File: src/rtl/tx_stream_arb.sv
`default_nettype none
// ============================================================================
// Module      : tx_stream_arb
// Description : Two-port, packet-granular AXI-Stream arbiter feeding a shared
//               10G MAC TX stream. Requester 0 carries upstream-TLP frames and
//               requester 1 carries downstream-TLP frames. Once a port is
//               granted, its stream passes through combinationally until its
//               tlast handshake. Every frame is followed by one idle cycle.
// Revision    : 1.0 - initial release
// ----------------------------------------------------------------------------
// Parameters:
//   CNT_W               width of each per-port frame counter (wraps)
// Ports:
//   clk156              single clock, rising edge
//   sys_rst_n           synchronous active-low reset
//   s0_axis_*           requester 0 stream (tvalid/tready/tdata/tkeep/tlast/tuser)
//   s1_axis_*           requester 1 stream (same layout)
//   m_axis_*            shared MAC TX stream
//   grant               one-hot owner of m_axis (01=s0, 10=s1, 00=idle)
//   pkt_cnt0/pkt_cnt1   frames forwarded from port 0 / port 1
// Configuration macro:
//   TX_STREAM_ARB_PRIO_EN  defined   -> strict priority, port 0 first
//                          undefined -> round-robin (default)
// ============================================================================
module tx_stream_arb #(
  parameter int CNT_W = 16
) (
  input  logic             clk156,
  input  logic             sys_rst_n,

  input  logic             s0_axis_tvalid,
  output logic             s0_axis_tready,
  input  logic [63:0]      s0_axis_tdata,
  input  logic [7:0]       s0_axis_tkeep,
  input  logic             s0_axis_tlast,
  input  logic             s0_axis_tuser,

  input  logic             s1_axis_tvalid,
  output logic             s1_axis_tready,
  input  logic [63:0]      s1_axis_tdata,
  input  logic [7:0]       s1_axis_tkeep,
  input  logic             s1_axis_tlast,
  input  logic             s1_axis_tuser,

  output logic             m_axis_tvalid,
  input  logic             m_axis_tready,
  output logic [63:0]      m_axis_tdata,
  output logic [7:0]       m_axis_tkeep,
  output logic             m_axis_tlast,
  output logic             m_axis_tuser,

  output logic [1:0]       grant,
  output logic [CNT_W-1:0] pkt_cnt0,
  output logic [CNT_W-1:0] pkt_cnt1
);

  typedef enum logic [1:0] {
    ARB_IDLE = 2'd0,
    ARB_S0   = 2'd1,
    ARB_S1   = 2'd2
  } arb_state_t;

  arb_state_t       state_q, state_d;
  logic [CNT_W-1:0] pkt_cnt0_q, pkt_cnt0_d;
  logic [CNT_W-1:0] pkt_cnt1_q, pkt_cnt1_d;

  // Frame-completing beat of the granted port.
  logic s0_done;
  logic s1_done;
  logic pick_s1;

  assign s0_done = (state_q == ARB_S0) & s0_axis_tvalid & m_axis_tready & s0_axis_tlast;
  assign s1_done = (state_q == ARB_S1) & s1_axis_tvalid & m_axis_tready & s1_axis_tlast;

`ifdef TX_STREAM_ARB_PRIO_EN
  // Strict priority: port 1 only wins when port 0 is silent.
  assign pick_s1 = ~s0_axis_tvalid;
`else
  // Round-robin: last_gnt_q holds the port of the last completed frame
  // (0 = port 0, 1 = port 1). On contention the other port wins.
  logic last_gnt_q, last_gnt_d;

  assign pick_s1 = s1_axis_tvalid & (~s0_axis_tvalid | ~last_gnt_q);

  always_comb begin
    last_gnt_d = last_gnt_q;
    if (s0_done) last_gnt_d = 1'b0;
    if (s1_done) last_gnt_d = 1'b1;
  end

  always_ff @(posedge clk156) begin
    if (!sys_rst_n) begin
      last_gnt_q <= 1'b1;  // port 0 wins the first contention
    end else begin
      last_gnt_q <= last_gnt_d;
    end
  end
`endif

  // Next state, counters and datapath steering.
  always_comb begin
    state_d        = state_q;
    pkt_cnt0_d     = pkt_cnt0_q;
    pkt_cnt1_d     = pkt_cnt1_q;
    m_axis_tvalid  = 1'b0;
    m_axis_tdata   = 64'd0;
    m_axis_tkeep   = 8'd0;
    m_axis_tlast   = 1'b0;
    m_axis_tuser   = 1'b0;
    s0_axis_tready = 1'b0;
    s1_axis_tready = 1'b0;
    grant          = 2'b00;

    if (s0_done) pkt_cnt0_d = pkt_cnt0_q + CNT_W'(1);
    if (s1_done) pkt_cnt1_d = pkt_cnt1_q + CNT_W'(1);

    case (state_q)
      ARB_IDLE: begin
        if (s0_axis_tvalid | s1_axis_tvalid) begin
          state_d = pick_s1 ? ARB_S1 : ARB_S0;
        end
      end
      ARB_S0: begin
        if (s0_done) state_d = ARB_IDLE;
      end
      ARB_S1: begin
        if (s1_done) state_d = ARB_IDLE;
      end
      default: state_d = ARB_IDLE;
    endcase

    // Outputs are forced quiet while reset is held, even before the
    // reset edge has returned the state register to idle.
    if (sys_rst_n) begin
      case (state_q)
        ARB_S0: begin
          m_axis_tvalid  = s0_axis_tvalid;
          m_axis_tdata   = s0_axis_tdata;
          m_axis_tkeep   = s0_axis_tkeep;
          m_axis_tlast   = s0_axis_tlast;
          m_axis_tuser   = s0_axis_tuser;
          s0_axis_tready = m_axis_tready;
          grant          = 2'b01;
        end
        ARB_S1: begin
          m_axis_tvalid  = s1_axis_tvalid;
          m_axis_tdata   = s1_axis_tdata;
          m_axis_tkeep   = s1_axis_tkeep;
          m_axis_tlast   = s1_axis_tlast;
          m_axis_tuser   = s1_axis_tuser;
          s1_axis_tready = m_axis_tready;
          grant          = 2'b10;
        end
        default: ;
      endcase
    end
  end

  always_ff @(posedge clk156) begin
    if (!sys_rst_n) begin
      state_q    <= ARB_IDLE;
      pkt_cnt0_q <= '0;
      pkt_cnt1_q <= '0;
    end else begin
      state_q    <= state_d;
      pkt_cnt0_q <= pkt_cnt0_d;
      pkt_cnt1_q <= pkt_cnt1_d;
    end
  end

  assign pkt_cnt0 = pkt_cnt0_q;
  assign pkt_cnt1 = pkt_cnt1_q;

endmodule
`default_nettype wire

File: config.mk
export PLATFORM = sky130hd
export DESIGN_NAME = tx_stream_arb
export DESIGN_NICKNAME = d
export VERILOG_FILES = /design/src/rtl/tx_stream_arb.sv
export SDC_FILE = /design/constraint.sdc
export NUM_CORES = 1
export LEC_CHECK = 0
export ABC_AREA = 1
export BUFFER_PORTS_ARGS = -buffer_cell sky130_fd_sc_hd__buf_2
export CORE_AREA = 4 4 100 102
export DETAILED_ROUTE_END_ITERATION = 10
export DIE_AREA = 0 0 104 106
export PLACE_DENSITY_LB_ADDON = 0.2
export SLEW_MARGIN = 30
export SYNTH_ARGS = -nofsm -noshare
export SYNTH_HDL_FRONTEND = slang
export SYNTH_SLANG_ARGS = --single-unit
File: constraint.sdc
create_clock -name clk156 -period 1.8 [get_ports clk156]
set_clock_uncertainty 0.05 [all_clocks]
set_input_delay 0 -clock clk156 [delete_from_list [all_inputs] [get_ports clk156]]
set_output_delay 0 -clock clk156 [all_outputs]
set_load 0.05 [all_outputs]
Word level (Yosys, flattened, before mapping)
Index checks and enable logic that the tools add are counted.

Bits in registers: 35. Bits in latches: 0. RAM bits: 0. ROM bits: 0. Bits of input ports: 153. Output and inout port bits: 111. Word-level logic and storage cells: 47. Memories: 0.

Add/sub/neg operators: 2. $mul: 0. Div/mod/pow operators: 0. Magnitude comparators: 0. Eq/ne operators: 5. Shift-type cells: 0. Muxes and demuxes: 21. Bitwise gates (word level): 12. Reduce and logical (&&, ||, !) cells: 3.

Operators with widths (count): case mux 64 bit (2 select lines) (1); two-way mux 64 bit (1); adder 16 x 1 -> 16 bit, second input constant (2); case mux 8 bit (2 select lines) (1); two-way mux 2 bit (5); two-way mux 8 bit (1); bitwise AND 1 bit (7); two-way mux 1 bit (7); != test 2 bit, second input constant (3); case mux 1 bit (2 select lines) (3); case mux 2 bit (3 select lines) (1); case mux 2 bit (2 select lines) (1); NOT 1 bit (3); AND reduction 3 bit (1); == test 2 x 1 -> 1 bit, second input constant (1); == test 2 bit, second input constant (1); logical NOT 2 bit (1); bitwise OR 1 bit (2); OR reduction 2 bit (1).

Depth between registers and ports, before layout
Gate-level depths: netlist of the first run.

Depth in word-level cells: 6. Gate-level depth with buffers: 10. Gate-level depth less buffers: 10.

Least setup slack after synthesis of the first run
OpenSTA, ideal clock, no wires.

Path type: reg-to-output. Start point: register state_q[1]. End point: output port m_axis_tdata[25]. Arrival time: 1903 ps. Required time: 1750 ps. Setup slack: -153 ps. Stages on the path, launching flop included: 7. Buffers on the path: 2. Cells stage by stage: dfxtp_1 inv_1 ha_1 buf_2 buf_1 nand2_1 a21oi_1.

Longest elaborated chain between the ends: 3. Elaborated cells on any way between the ends: 4. Those cells by class: eq/ne: 2; mux: 2.

RTL lines: start: declaration (line 63) `arb_state_t state_q, state_d;`; start signal: assignment (line 165) `state_q <= state_d;`; == test 2 bit / == test 2 x 1 -> 1 bit (equally long branches) (line 135) `case (state_q)`; case mux 64 bit (2 select lines) (*) (line 135); two-way mux 64 bit (*) (line 134) `if (sys_rst_n) begin`; end: declaration (line 47) `output logic [63:0] m_axis_tdata,`.

Mark *: on every way between the ends. The rest lies on a longest branch, timed or not.

Worst setup path in the final report of the first run
Start point: register state_q[0]. End point: output port m_axis_tdata[0].

The elaborated chain is that of the path after synthesis.

==> impl_metrics.yaml, run 1 <==
global_routing:
  grt_pass1_wl_um: 20400
  grt_use_met3_pct: 4.86
  gr-usage-met2_pct: 41.5
  grt_overflow_total: 0
  grtUsageMet1_pct: 26.5
  grt_pass1_vias: 4034
  grt_max_degree: 56
  top_usage_layer: "met2"
  grt_usage_pct: 22.7
  antenna_found_initial: 3
die:
  start_util_pct: 31.4
  core_area_um2: 9110
  design.die.area_um2: 11000
  die_height_um: 106
  fp.dieW_um: 104
  rows: 35
  ios: 264
detailed_routing:
  drtPass1Iterations: 5
  vias: 4462
  wl_um: 13900
  vias_per_cell: 4.95
  route.detailed.drc: 0
  wl_per_cell_um: 15.5
  drt_iter0_markers: 247
  ant_nets: 0
pwr:
  power_density_nw_per_um2: 970
  total_power_mw: 4.70
  power_leakage_nw: 2.28
  irDropWorstVdd_uv: 488
worst_setup_path:
  crit_path_top_delay_cell: "dfxtp_2"
  worstPathCellList: "inv_1 -> ha_2 -> buf_6 -> nand2_1 -> a21oi_1 -> clkbuf_4"
  reg2reg_depth: 11
  worstSetupEndpointType: "primary output"
  cpPeakStageDelay_ns: 0.32
  critPathArrivalTime_ns: 1.69
  r2r-end: "state_q[0]"
  r2r_start: "state_q[1]"
  cp_data_required_time_ns: 1.75
  worstSetupPathType: "reg -> out"
  crit_family: "buffers and inverters"
  crit_fanout: 21
  r2r_setup_slack_ns: 0.06
  crit_buf_inv: 3
  startpoint_type: "flop"
clock_tree:
  root_buffer: "clkbuf_8"
  cts_buffer_depth: 2
  cts_sinks: 35
  clkTransAtPathRegs_ns: 0.07
  clock_latency_ns: 0.28
  htree_levels: 2
  numCtsBuffers: 5
  cts_tree: "yes"
cells_and_area:
  drive_gt1_share_pct: 42.3
  fin_nets: 946
  final_common_cell: "nand2_1"
  final_core_util_pct: 53.2
  area_delta_synth_final_pct: 69.2
  final_cell_area_um2: 4840
  mostFrequentLayoutCells: "221 x nand2_1, 193 x buf_2, 55 x a21oi_1"
sta:
  hold_slack_ns: 0.147
  finalCritPeriodShare_pct: 96.8
  max_slew_margin_pct: 67.6
  period_needed_ns: 1.74
  max_freq_mhz: 574
  slew_violations: 0
  worst_pin_slew_ns: 0.485
  rsz0062_at_grt: "yes"
  final-hold-violation-count: 0
  finalSetupViolations: 0
min_path:
  hold_depth: 5
  hold_class: "in -> reg"
  whs_endpoint: "state_q[1]"
  worstHoldStart: "s1_axis_tvalid"
place:
  port_buffers: 263
  gp_congestion: 0.940
  postPlaceCellArea_um2: 4460
  post-dp-hpwl_um: 11300
yosys:
  synth_fp_nets: 692
  syn_avg_cell_area_um2: 5.36
  postSynthCellCount: 534
  yosysWarnings: 0
  synth-seq-cells: 35
  yosysUniqueCellTypes: 24
  synth_area_um2: 2860
  yosysSeqAreaShare_pct: 24.5
outcome:
  status: "finished, final reports clean"
run:
  drv_cap: 0
cell type report:
| class | instances | area, um^2 |
|---|---|---|
| fillers | 941 | 4270 |
| multi-input cells | 429 | 2050 |
| repair buffers | 275 | 1700 |
| flip-flops and latches | 35 | 704 |
| inverters | 42 | 158 |
| well taps | 111 | 139 |
| clock buffers | 6 | 82.6 |
| diodes | 3 | 7.51 |
| clock inverters | 1 | 5.00 |
sequential cells by signal (all words and copies together), names as in the netlist:
register,flops
last_gnt_q,1
state_q,2
pkt_cnt0,16
pkt_cnt1,16
cell usage after synthesis, drive strengths merged:
cell    instances  area share (%)
xnor2           2            0.61
nand2         224              29
o21a            1            0.26
nand4           9             2.0
a21oi          87              15
clkbuf         13             1.7
nor3            6             1.0
buf            15             2.1
nand3b          1            0.26
and3            2            0.44
o21bai          2            0.52
nand3          18             3.3
nor2           62             9.0
nor3b           2            0.52
ha              5             2.2
inv            42             5.5
o21ai           8             1.4
dfxtp          35              24
metal layers:
metal,wire (um),up-vias
li1,-,2198
met1,5270,2007
met2,7170,230
met3,1110,27
met4,394,0
met5,0,-
stage by stage:
| step | std cells | TNS [ns] | worst slack [ns] |
|---|---|---|---|
| after global placement | 888 | 0 | 0.180 |
| after CTS | 896 | 0 | 0.00127 |
| final | 902 | 0 | 0.0568 |
| after floorplan | 534 | -3.95 | -0.153 |
| after detailed placement | 888 | 0 | 0.0873 |
| after global routing | 902 | -0.655 | -0.0724 |
worst max-delay path by stage:
stage                     from          endpoint  slack, ns  depth (start not counted)
finish              state_q[0]   m_axis_tdata[0]       0.06                          6
global route        state_q[1]        state_q[0]      -0.07                         11
CTS                 state_q[0]  m_axis_tdata[36]      0.001                          6
detailed placement  state_q[1]       pkt_cnt0[7]       0.09                         10
global placement    state_q[1]       pkt_cnt0[7]       0.18                          9
floorplan           state_q[1]  m_axis_tdata[30]      -0.15                          6
cells by family (layout without fill, tap and decap cells):
| kind of cell | count (synthesis) | after routing | share of synthesized area, % |
|---|---|---|---|
| XOR/XNOR | 2 | 2 | 0.612 |
| AND/OR/NAND/NOR | 324 | 324 | 46.0 |
| other | 0 | 3 | 0 |
| flip-flops | 35 | 35 | 24.5 |
| AO/OA/AOI/OAI | 98 | 98 | 17.4 |
| adder cells (fa/ha/maj) | 5 | 5 | 2.19 |
| buffers and inverters | 70 | 324 | 9.31 |
power by group:
group | total [mW] | leakage (nW) | internal, mW | switching [mW]
Combinational | 3.30 | 1.95 | 0.976 | 2.32
Sequential | 0.821 | 0.284 | 0.804 | 0.0170
Clock | 0.578 | 0.0471 | 0.300 | 0.278
what timing repair did:
action / 4_1_cts / 5_1_grt
hold buffers: 1 / 0
gates cloned: 0 / 1
endpoints found under the setup margin: 29 / 76
pin swaps: 0 / 1
hold endpoints to repair: 2 / 0
buffers inserted: 0 / 2
gates resized for setup: 10 / 99
worst min-delay path: cells and delay by family:
kind	cells	cell delay, ns
simple gates	4	0.30
buf+inv	1	0.14
No activity file was read; power rests on OpenSTA's default activity.
==> inputs of run 2 (changes only) <==
--- a/config.mk
+++ b/config.mk
@@ -7,9 +7,10 @@
 export LEC_CHECK = 0
 export ABC_AREA = 1
 export BUFFER_PORTS_ARGS = -buffer_cell sky130_fd_sc_hd__buf_2
-export CORE_AREA = 4 4 100 102
+export CORE_ASPECT_RATIO = 0.75
+export CORE_MARGIN = 4
+export CORE_UTILIZATION = 34
 export DETAILED_ROUTE_END_ITERATION = 10
-export DIE_AREA = 0 0 104 106
 export PLACE_DENSITY_LB_ADDON = 0.2
 export SLEW_MARGIN = 30
 export SYNTH_ARGS = -nofsm -noshare
==> constraint.sdc (replaced) <==
create_clock -name clk156 -period 1.57 [get_ports clk156]
set_clock_uncertainty 0.05 [all_clocks]
set_input_delay 0 -clock clk156 [delete_from_list [all_inputs] [get_ports clk156]]
set_output_delay 0 -clock clk156 [all_outputs]
set_load 0.05 [all_outputs]
==> run 2 against run 1 <==
- sequential share of layout area shrank 4.0 points
- the flow now finishes with violations (setup timing)
- highest routed layer unchanged
- utilization grew 31 points
- sequential power grew 16%
- critical path type unchanged
- routed wire length grew 25%
- global-route usage grew 9.1 points
==> impl_metrics.yaml, run 2 (synthesis results as in run 1) <==
outcome:
  status: "complete, but fails checks"
  failed_checks: "setup timing"
detailed_routing:
  wl_per_cell_um: 18.8
  drtPass1Iterations: 5
  vias_per_cell: 5.32
  drt_iter0_markers: 243
  vias: 4949
  ant_nets: 0
  wl_um: 17500
  route.detailed.drc: 0
worst_setup_path:
  crit_path_top_delay_cell: "dfxtp_2"
  worstSetupPathType: "reg -> out"
  critPathArrivalTime_ns: 1.67
  cp_common_cell: "buf_8"
  worstPathCellList: "inv_4 -> ha_4 -> nand2_8 -> buf_12 -> buf_8 -> a21oi_4 -> buf_8"
  crit_fanout: 9
  cpPeakStageDelay_ns: 0.35
  worstSetupEndpointType: "primary output"
  startpoint_type: "flop"
  cp_data_required_time_ns: 1.52
pwr:
  seq_power_share_pct: 10.7
  power_density_nw_per_um2: 1310
  p_sw_mw: 4.58
  p_sw_share_pct: 51.4
  power.internal_mw: 4.32
  comb_power_share_pct: 78.4
  power_leakage_nw: 2.79
  power_frac_clock_pct: 10.9
  irDropWorstVdd_uv: 977
place:
  postPlaceCellArea_um2: 5120
  post-dp-hpwl_um: 11000
  port_buffers: 263
  gp_congestion: 0.834
  dp_slack_ns: -0.0863
cells_and_area:
  fin_nets: 981
  final_cell_area_um2: 6800
  drive_gt1_share_pct: 57.4
  area_delta_synth_final_pct: 137
  nFillCells: 474
  final_common_cell: "buf_2"
  mostFrequentLayoutCells: "184 x buf_2, 180 x nand2_1, 72 x a21oi_4"
die:
  core_area_um2: 8060
  design.die.area_um2: 9970
  rows: 28
  start_util_pct: 35.5
  ios: 264
  fp.dieW_um: 114
  die_height_um: 87.5
clock_tree:
  clock_latency_ns: 0.28
  clkTransAtPathRegs_ns: 0.05
  cts_buffer_depth: 2
  cts_tree: "yes"
  cts_sinks: 35
  hold_buffers: 0
  numCtsBuffers: 5
  htree_levels: 2
  root_buffer: "clkbuf_16"
global_routing:
  grt_pass1_vias: 4940
  grt_overflow_total: 0
  grt_usage_pct: 31.8
  grt_pass1_wl_um: 25100
  antenna_found_initial: 2
  grt_max_degree: 22
sta:
  hold_slack_ns: 0.0707
  worst_pin_slew_ns: 0.465
  final-hold-violation-count: 0
  finalCritPeriodShare_pct: 110
  period_needed_ns: 1.72
  finalSetupViolations: 89
  finalWorstSetupSlack_ns: -0.153
  max_freq_mhz: 580
  rsz0062_at_grt: "yes"
  slew_violations: 0
  max_slew_margin_pct: 69.0
  fin_tns_setup_ns: -10.04
min_path:
  hold_class: "in -> reg"
run:
  drv_cap: 0
-- run 2: cell types whose count changed in the layout (fill, tap and decap cells not counted), sizes merged --
cell / before / now
buf: 235 / 308
diode: 3 / 2
dlygate4sd3: 1 / 0
nor2: 62 / 63
clkbuf: 45 / 8
-- run 2: what timing repair did --
action	in CTS	in global routing
buffers inserted	11	3
endpoints found under the setup margin	98	104
gates cloned	14	0
pin swaps	6	18
resized for setup	249	67
-- run 2: path summary, 6_finish.rpt --
check / from / endpoint / slack (ns) / depth (start not counted)
min reg2reg: last_gnt_q / last_gnt_q / 0.43 / 2
max: state_q[0] / m_axis_tdata[55] / -0.15 / 7
max reg2reg: state_q[0] / pkt_cnt0[15] / -0.09 / 10
min: sys_rst_n / last_gnt_q / 0.07 / 2
-- run 2: metal layers --
layer / part of all wire [%] / up-vias / GRT usage (%)
li1: - / 2291 / -
met1: 36 / 2294 / 35.9
met2: 50 / 294 / 55.6
met3: 8.6 / 70 / 9.86
met4: 4.8 / 0 / 13.7
met5: 0 / - / 0
-- run 2: power by group through the flow --
stage	Combinational (mW)	Sequential, mW	Clock, mW
6_report	6.98	0.951	0.968
5_1_grt	7.27	0.953	1.02
4_1_cts	6.89	0.950	0.971
3_5_place_dp	4.41	0.961	0
3_3_place_gp	4.35	0.957	0
2_1_floorplan	3.19	0.977	0
-- run 2: cell type report --
class	count	area, um^2	area share [%]
clock buffers	7	133	1.95
clock inverters	1	5.00	0.0736
flip-flops and latches	35	717	10.5
well taps	105	131	1.93
inverters	42	163	2.39
repair buffers	309	2650	39.0
multi-input cells	430	2990	44.0
diodes	2	5.00	0.0736
-- run 2: through the flow --
stage	std cells	total power [mW]	utilization, %
floorplan	534	4.17	-
global placement	897	5.30	63.5
detailed placement	897	5.37	63.5
CTS	930	8.81	82.1
global route	931	9.24	84.4
finish	931	8.90	84.4
-- run 2: worst max-delay path: cells and delay by family, from the launching register on --
family	cells	cell delay, ns
AOI/OAI and AO/OA	1	0.15
and+or+nand+nor	1	0.07
adders and majority gates	1	0.28
buffers and inverters	4	0.53
DFF	1	0.35
